## config.mk

```make
export PLATFORM = sky130hd
export DESIGN_NAME = fifo_wr_arbiter
export DESIGN_NICKNAME = d
export VERILOG_FILES = /design/src/rtl/fifo_wr_arbiter.sv
export SDC_FILE = /design/constraint.sdc
export NUM_CORES = 1
export LEC_CHECK = 0
export CORE_UTILIZATION = 42
export DETAILED_ROUTE_END_ITERATION = 8
export HOLD_SLACK_MARGIN = 0.08
export PLACE_DENSITY = 0.83
export SLEW_MARGIN = 20
export SYNTH_ARGS = -nofsm -noshare
export SYNTH_HDL_FRONTEND = slang
export SYNTH_SLANG_ARGS = --single-unit
```

## constraint.sdc

```tcl
create_clock -name wclk -period 4.3 [get_ports wclk]
set_clock_uncertainty 0.05 [all_clocks]
set_input_delay 0.645 -clock wclk [delete_from_list [all_inputs] [get_ports wclk]]
set_output_delay 0.645 -clock wclk [all_outputs]
set_load 0.01 [all_outputs]
```

## src/rtl/fifo_wr_arbiter.sv

```systemverilog
// Round-robin arbiter sharing one FIFO write port between two valid/ready requesters.
// Owns the write-side binary pointer and the registered Gray pointer handed to the read domain.
module fifo_wr_arbiter #(
  parameter int DATA_SIZE = 8,
  parameter int ADDR_SIZE = 4,
  parameter int BURST_LEN = 4
) (
  input  logic                 wclk,
  input  logic                 wrst_n,
  input  logic                 req0_valid,
  input  logic [DATA_SIZE-1:0] req0_data,
  output logic                 req0_ready,
  input  logic                 req1_valid,
  input  logic [DATA_SIZE-1:0] req1_data,
  output logic                 req1_ready,
  input  logic                 wfull,
  output logic                 wclk_en,
  output logic [DATA_SIZE-1:0] wdata,
  output logic [ADDR_SIZE-1:0] waddr,
  output logic [ADDR_SIZE:0]   wptr,
  output logic [1:0]           owner
);

  localparam int CW = (BURST_LEN > 1) ? $clog2(BURST_LEN) : 1;

  // One-hot encoding so the grant output is the state register itself.
  typedef enum logic [1:0] {IDLE = 2'b00, OWN0 = 2'b01, OWN1 = 2'b10} state_t;

  state_t               r_state;
  logic                 r_last_owner;
  logic [CW-1:0]        r_cnt;
  logic [ADDR_SIZE:0]   r_wbin;
  logic [ADDR_SIZE:0]   r_wptr;

  logic                 w_own0, w_own1;
  logic                 w_xvalid, w_other_valid;
  logic                 w_xfer, w_release;
  logic [ADDR_SIZE:0]   w_wbin_next;
  logic [ADDR_SIZE:0]   w_wgray_next;
  state_t               w_pick;

  assign w_own0        = (r_state == OWN0);
  assign w_own1        = (r_state == OWN1);
  assign req0_ready    = w_own0 & ~wfull;
  assign req1_ready    = w_own1 & ~wfull;
  assign w_xvalid      = w_own1 ? req1_valid : req0_valid;
  assign w_other_valid = w_own1 ? req0_valid : req1_valid;
  assign w_xfer        = (req0_ready & req0_valid) | (req1_ready & req1_valid);
  assign w_release     = (w_own0 | w_own1) &
                         ((w_xfer & (r_cnt == CW'(BURST_LEN-1))) | ~w_xvalid);

  assign w_wbin_next   = r_wbin + {{ADDR_SIZE{1'b0}}, w_xfer};
  assign w_wgray_next  = w_wbin_next ^ (w_wbin_next >> 1);

  // Prefer the requester that did not own the port last; fall back to the other.
  assign w_pick = r_last_owner ? (req0_valid ? OWN0 : OWN1)
                               : (req1_valid ? OWN1 : OWN0);

  assign wclk_en = w_xfer;
  assign wdata   = w_own1 ? req1_data : req0_data;
  assign waddr   = r_wbin[ADDR_SIZE-1:0];
  assign wptr    = r_wptr;
  assign owner   = r_state;

  always_ff @(posedge wclk or negedge wrst_n) begin
    if (!wrst_n) begin
      r_state      <= IDLE;
      r_last_owner <= 1'b1;
      r_cnt        <= '0;
      r_wbin       <= '0;
      r_wptr       <= '0;
    end else begin
      r_wbin <= w_wbin_next;
      r_wptr <= w_wgray_next;
      case (r_state)
        IDLE: begin
          if (req0_valid | req1_valid) r_state <= w_pick;
        end
        OWN0, OWN1: begin
          if (w_release) begin
            r_last_owner <= w_own1;
            r_cnt        <= '0;
            // Direct handover when the other side is waiting: no bubble.
            if (w_other_valid) r_state <= w_own1 ? OWN0 : OWN1;
            else               r_state <= IDLE;
          end else if (w_xfer) begin
            r_cnt <= r_cnt + 1'b1;
          end
        end
        default: r_state <= IDLE;
      endcase
    end
  end

endmodule

```

; ---- Word-level counts from Yosys, hierarchy flattened
; Index checks and enable logic that the tools add are counted.
[word_totals]
ff_bits = 15
input_bits = 21
out_inout_bits = 22
wordCells = 44
[classes]
add_sub_neg = 2
n_eq_ne = 5
mux = 13
bitwise_logic = 13
reduce_logical = 6
[ops]
columns = cell, n
row1 = 2-to-1 mux 2 bit, 9
row2 = 2-to-1 mux 8 bit, 1
row3 = AND 1 bit, 6
row4 = AND reduction 2 bit, 3
row5 = adder 5 x 1 -> 5 bit, 1
row6 = bitwise XOR 5 x 4 -> 5 bit, 1
row7 = "equality test 2 bit, second input constant", 2
row8 = "!= test 2 bit, second input constant", 2
row9 = bitwise OR 1 bit, 4
row10 = one-hot mux 2 bit (2 select lines), 1
row11 = "adder 2 x 1 -> 2 bit, second input constant", 1
row12 = "equality test 2 x 1 -> 1 bit, second input constant", 1
row13 = logical NOT 2 bit, 1
row14 = 2-to-1 mux 1 bit, 2
row15 = NOT 1 bit, 2
row16 = nonzero test 2 bit, 1
row17 = OR reduction 2 bit, 1

; ---- Logic depth before layout (Yosys ltp)
[depth]
ltp_word = 9
ltp_mapped = 9
depth_no_buf = 9

; ---- Worst setup path before layout
; OpenSTA, ideal clock, no wires.
[synth_timing]
path_type = reg2reg
start = register r_state[0] (netlist: owner[0])
end = register r_wptr[3] (netlist: wptr[3])
setup_time_ns = 0.129
arrival_ns = 1.889
required_time_ns = 4.121
setup_slack_ns = 2.232
path_stages_with_launch = 10
n_path_buf = 0
period_less_slack_ns = 2.068
cell_sequence = dfrtp_1 inv_1 ha_1 nand2_1 a21oi_2 ha_1 ha_1 nand3_1 xnor2_1 xnor2_1
[synth_via]
elab_chain_len = 6
word_cells_on_any_way = 9
cone_classes = 1 x add/sub / 2 x eq/ne / 6 x bitwise
[synth_lines]
columns = element, line_no
row1 = start: declaration, 29  ; state_t r_state;
row2 = start signal: assignment, 77  ; if (req0_valid | req1_valid) r_state <= w_pick;
row3 = start signal: assignment, 84  ; if (w_other_valid) r_state <= w_own1 ? OWN0 : OWN1;
row4 = equality test 2 bit, 43  ; assign w_own1 = (r_state == OWN1);
row5 = via w_own1, 35  ; logic w_own0, w_own1;
row6 = AND 1 bit, 45  ; assign req1_ready = w_own1 & ~wfull;
row7 = AND 1 bit, 48  ; assign w_xfer = (req0_ready & req0_valid) | (req1_ready & req1_valid);
row8 = bitwise OR 1 bit, 48
row9 = via wclk_en, 17  ; output logic wclk_en,
row10 = adder 5 x 1 -> 5 bit, 52  ; assign w_wbin_next = r_wbin + {{ADDR_SIZE{1'b0}}, w_xfer};
row11 = via w_wbin_next[4], 38  ; logic [ADDR_SIZE:0] w_wbin_next;
row12 = bitwise XOR 5 x 4 -> 5 bit, 53  ; assign w_wgray_next = w_wbin_next ^ (w_wbin_next >> 1);
row13 = via w_wgray_next[3], 39  ; logic [ADDR_SIZE:0] w_wgray_next;
row14 = end signal: assignment, 74  ; r_wptr <= w_wgray_next;
row15 = end: declaration, 33  ; logic [ADDR_SIZE:0] r_wptr;
; The timed path passes the listed nets, and every way through them passes these cells.
; A chain may end at the register's enable or synchronous reset.

; ---- Final worst setup path
[layout_timing]
start = register r_state[0] (netlist: owner[0])
end = output port wclk_en
[layout_via]
elab_chain_len = 4
word_cells_on_any_way = 7
cone_classes = 2 x eq/ne / 5 x bitwise
[layout_lines]
columns = element, line_no
row1 = equality test 2 bit, 43
row2 = via w_own1, 35
row3 = AND 1 bit, 45
row4 = AND 1 bit, 48
row5 = bitwise OR 1 bit, 48
row6 = end: declaration, 17
; The timed path passes the listed nets, and every way through them passes these cells.

==> reports/results.ini <==
[layout]
n_antenna_cell=0
final_cell_mix=clkdlybuf4s50_1, dfrtp_1, mux2_2
drive_gt1_share_pct=13.9
finish.utilization_pct=68.4
stdcell_count=149
layout.nets=151
area_growth_pct=53.7
design_area_mm2=0.00134
mostFrequentLayoutCell=clkdlybuf4s50_1

[clock_network]
cts_resized=0
clkSinkCount=14
cts_setup_buffers=0
htree_num_levels=1
clock_latency_ns=0.27
clk_pin_slew_ns=0.07
clockBufferDepth=2
cts_inserted_buffers=3
clock-root-buffer=clkbuf_4
hold_buffers=0
cts_tree=yes

[die]
die_y_um=47.6
core_mm2=0.00196
start_util_pct=44.5
rows=16
dieArea_mm2=0.00227
pin_count=43
die_x_um=47.6

[power_and_ir_drop]
clockPowerShare_pct=9.0
switching_share_pct=36.7
p_per_area_mw_per_mm2=614
internal_power_mw=0.521
vdd_drop_max_v=0.000324
seqPwrFrac_pct=28.8
p_leak_nw=0.575
power_frac_comb_pct=62.2
switchingPower_mw=0.303

[synthesis]
synth_adder_area_share_pct=10.0
synthSimpleGateAreaFrac_pct=11.5
synthXorXnorAreaFrac_pct=7.02
syn-num-nets=105
netlist_top_cells_area=dfrtp_1, mux2_2, ha_1, xor2_1, mux2_4
yosys.area.top_type_share_pct=37.2
yosysWarningCount=0
synth_top_family_by_area=multiplexers
yosysTopAreaCell=dfrtp_1
ys_seq_area_share_pct=40.3
ys_seq_elements=14
syn_area_per_cell_um2=11.3
synth_mux_area_share_pct=14.9
synthCells=77
synth_cell_types=31
syn_area_um2=873
synth_compound_area_share_pct=12.0

[timing]
rsz0062_at_grt=no
hold_ws_ns=0.464
period_share_pct=70.2
finalHoldViolCount=0
fin_crit_ns=3.02
max_freq_mhz=331
slew-limit-headroom_pct=60.3
setup_viol=0
worst_slew_pin_slew_ns=0.593
slew_viol_final=0
finalSetupTns_ns=0

[route]
wire_per_inst_um=12.1
drt-vias-per-instance=5.09
vias=758
drc=0
routed_wl_mm=1.80
dr.pass1.iters=4
drtIter0Drc=3
ant_nets=0

[critical_path]
path_max_fanout=14
worstPathRequired_ns=3.61
critPathLaunchType=flop
critPathKind=flop to output port
endpoint_kind=output port
critPathArrivalTime_ns=2.32

[placement]
dpl.hpwl_mm=1.46
io_buffers=42
dpl_cell_area_mm2=0.00132
place_congestion=0.841
place_inst=145

[min_path]
hold_class=flop to flop

[global_routing]
grt_pass1_wl_mm=2.84
antenna_found_initial=0
first_global_vias=686
grt-ovfl-total=0
grt_max_degree=15
grtUsageTotal_pct=17.6

[outcome]
status=finished, final reports clean

[job]
maxCapViolCount=0

-- power by group through the flow --
stage / Sequential, mW / Clock (mW) / Combinational [mW]
after floorplan: 0.256 / 0 / 0.289
after global placement: 0.236 / 0 / 0.499
after detailed placement: 0.239 / 0 / 0.517
after CTS: 0.239 / 0.0787 / 0.518
after global routing: 0.247 / 0.0834 / 0.566
final: 0.238 / 0.0741 / 0.512
-- per-layer routing --
metal / GRT usage, % / share of wire (%) / up-vias
met5: 0 / 0 / -
li1: - / - / 360
met2: 30.4 / 51 / 43
met3: 2.64 / 6.6 / 2
met4: 9.44 / 0.78 / 0
met1: 20.9 / 41 / 353
-- path summary, 6_finish.rpt --
kind	slack, ns	to	cells after the start	start
max in group asynchronous	3.12	wptr[3]$_DFF_PN0_	1	wrst_n
hold / removal	0.46	r_wbin[4]$_DFF_PN0_	1	r_wbin[4]$_DFF_PN0_
setup / recovery	1.28	wclk_en	5	owner[0]$_DFFE_PN0P_
setup reg to reg	1.81	wptr[1]$_DFF_PN0_	8	owner[0]$_DFFE_PN0P_
min in group asynchronous	0.69	r_wbin[2]$_DFF_PN0_	1	wrst_n
hold reg to reg	0.46	r_wbin[4]$_DFF_PN0_	1	r_wbin[4]$_DFF_PN0_
-- synthesized netlist by cell type --
cell	number
buf_6	1
and2_1	1
dfstp_2	1
nand3_1	2
o21ai_1	1
nand2_1	2
mux2i_1	1
o311ai_2	1
nand4_2	1
o22a_1	1
o21ai_0	1
nand3b_1	2
xor2_1	4
a22o_1	1
mux2_2	8
mux2_4	2
ha_1	7
nand2b_1	1
a21boi_1	1
xnor2_1	3
nor2_1	3
a22oi_1	1
a21oi_2	1
dfrtp_1	13
a32o_1	1
inv_1	7
nand4_1	1
nor2b_1	4
o2bb2ai_1	1
a31o_1	1
a21oi_1	2
-- critical path, cell delays in order (launching register included) --
cell and delay [ns]:
dfrtp_1 0.43, inv_1 0.10, ha_1 0.49, nand2_1 0.16
a21oi_2 0.28, clkdlybuf4s50_1 0.58
-- cell families (layout without fill, tap and decap cells) --
family	after synthesis	count (layout)
xor gates and xnor gates	7	7
buffers and inverters	8	53
DFF	14	14
adders and majority gates	7	7
and+or+nand+nor	17	17
muxes	11	11
AOI/OAI and AO/OA	13	13
-- state kept, by name, summed over array words and instances (netlist names) --
| name | cells |
|---|---|
| owner | 2 |
| r_cnt | 2 |
| r_last_owner | 1 |
| r_wbin | 5 |
| wptr | 4 |
-- area by class of cell --
cell class	instances	area (µm²)
timing repair buffer	42	420
clock buffer	4	26.3
inverter	7	26.3
multi-input combinational	55	484
tap	27	33.8
fill	165	619
sequential	14	352
-- through the flow --
stage                     power [mW]  setup slack, ns
after floorplan                0.544             2.23
after global placement         0.735             1.41
after detailed placement       0.756             1.36
after CTS                      0.835             1.24
after global routing           0.897             1.10
final                          0.824             1.28
(Power assumes the default switching activity.)
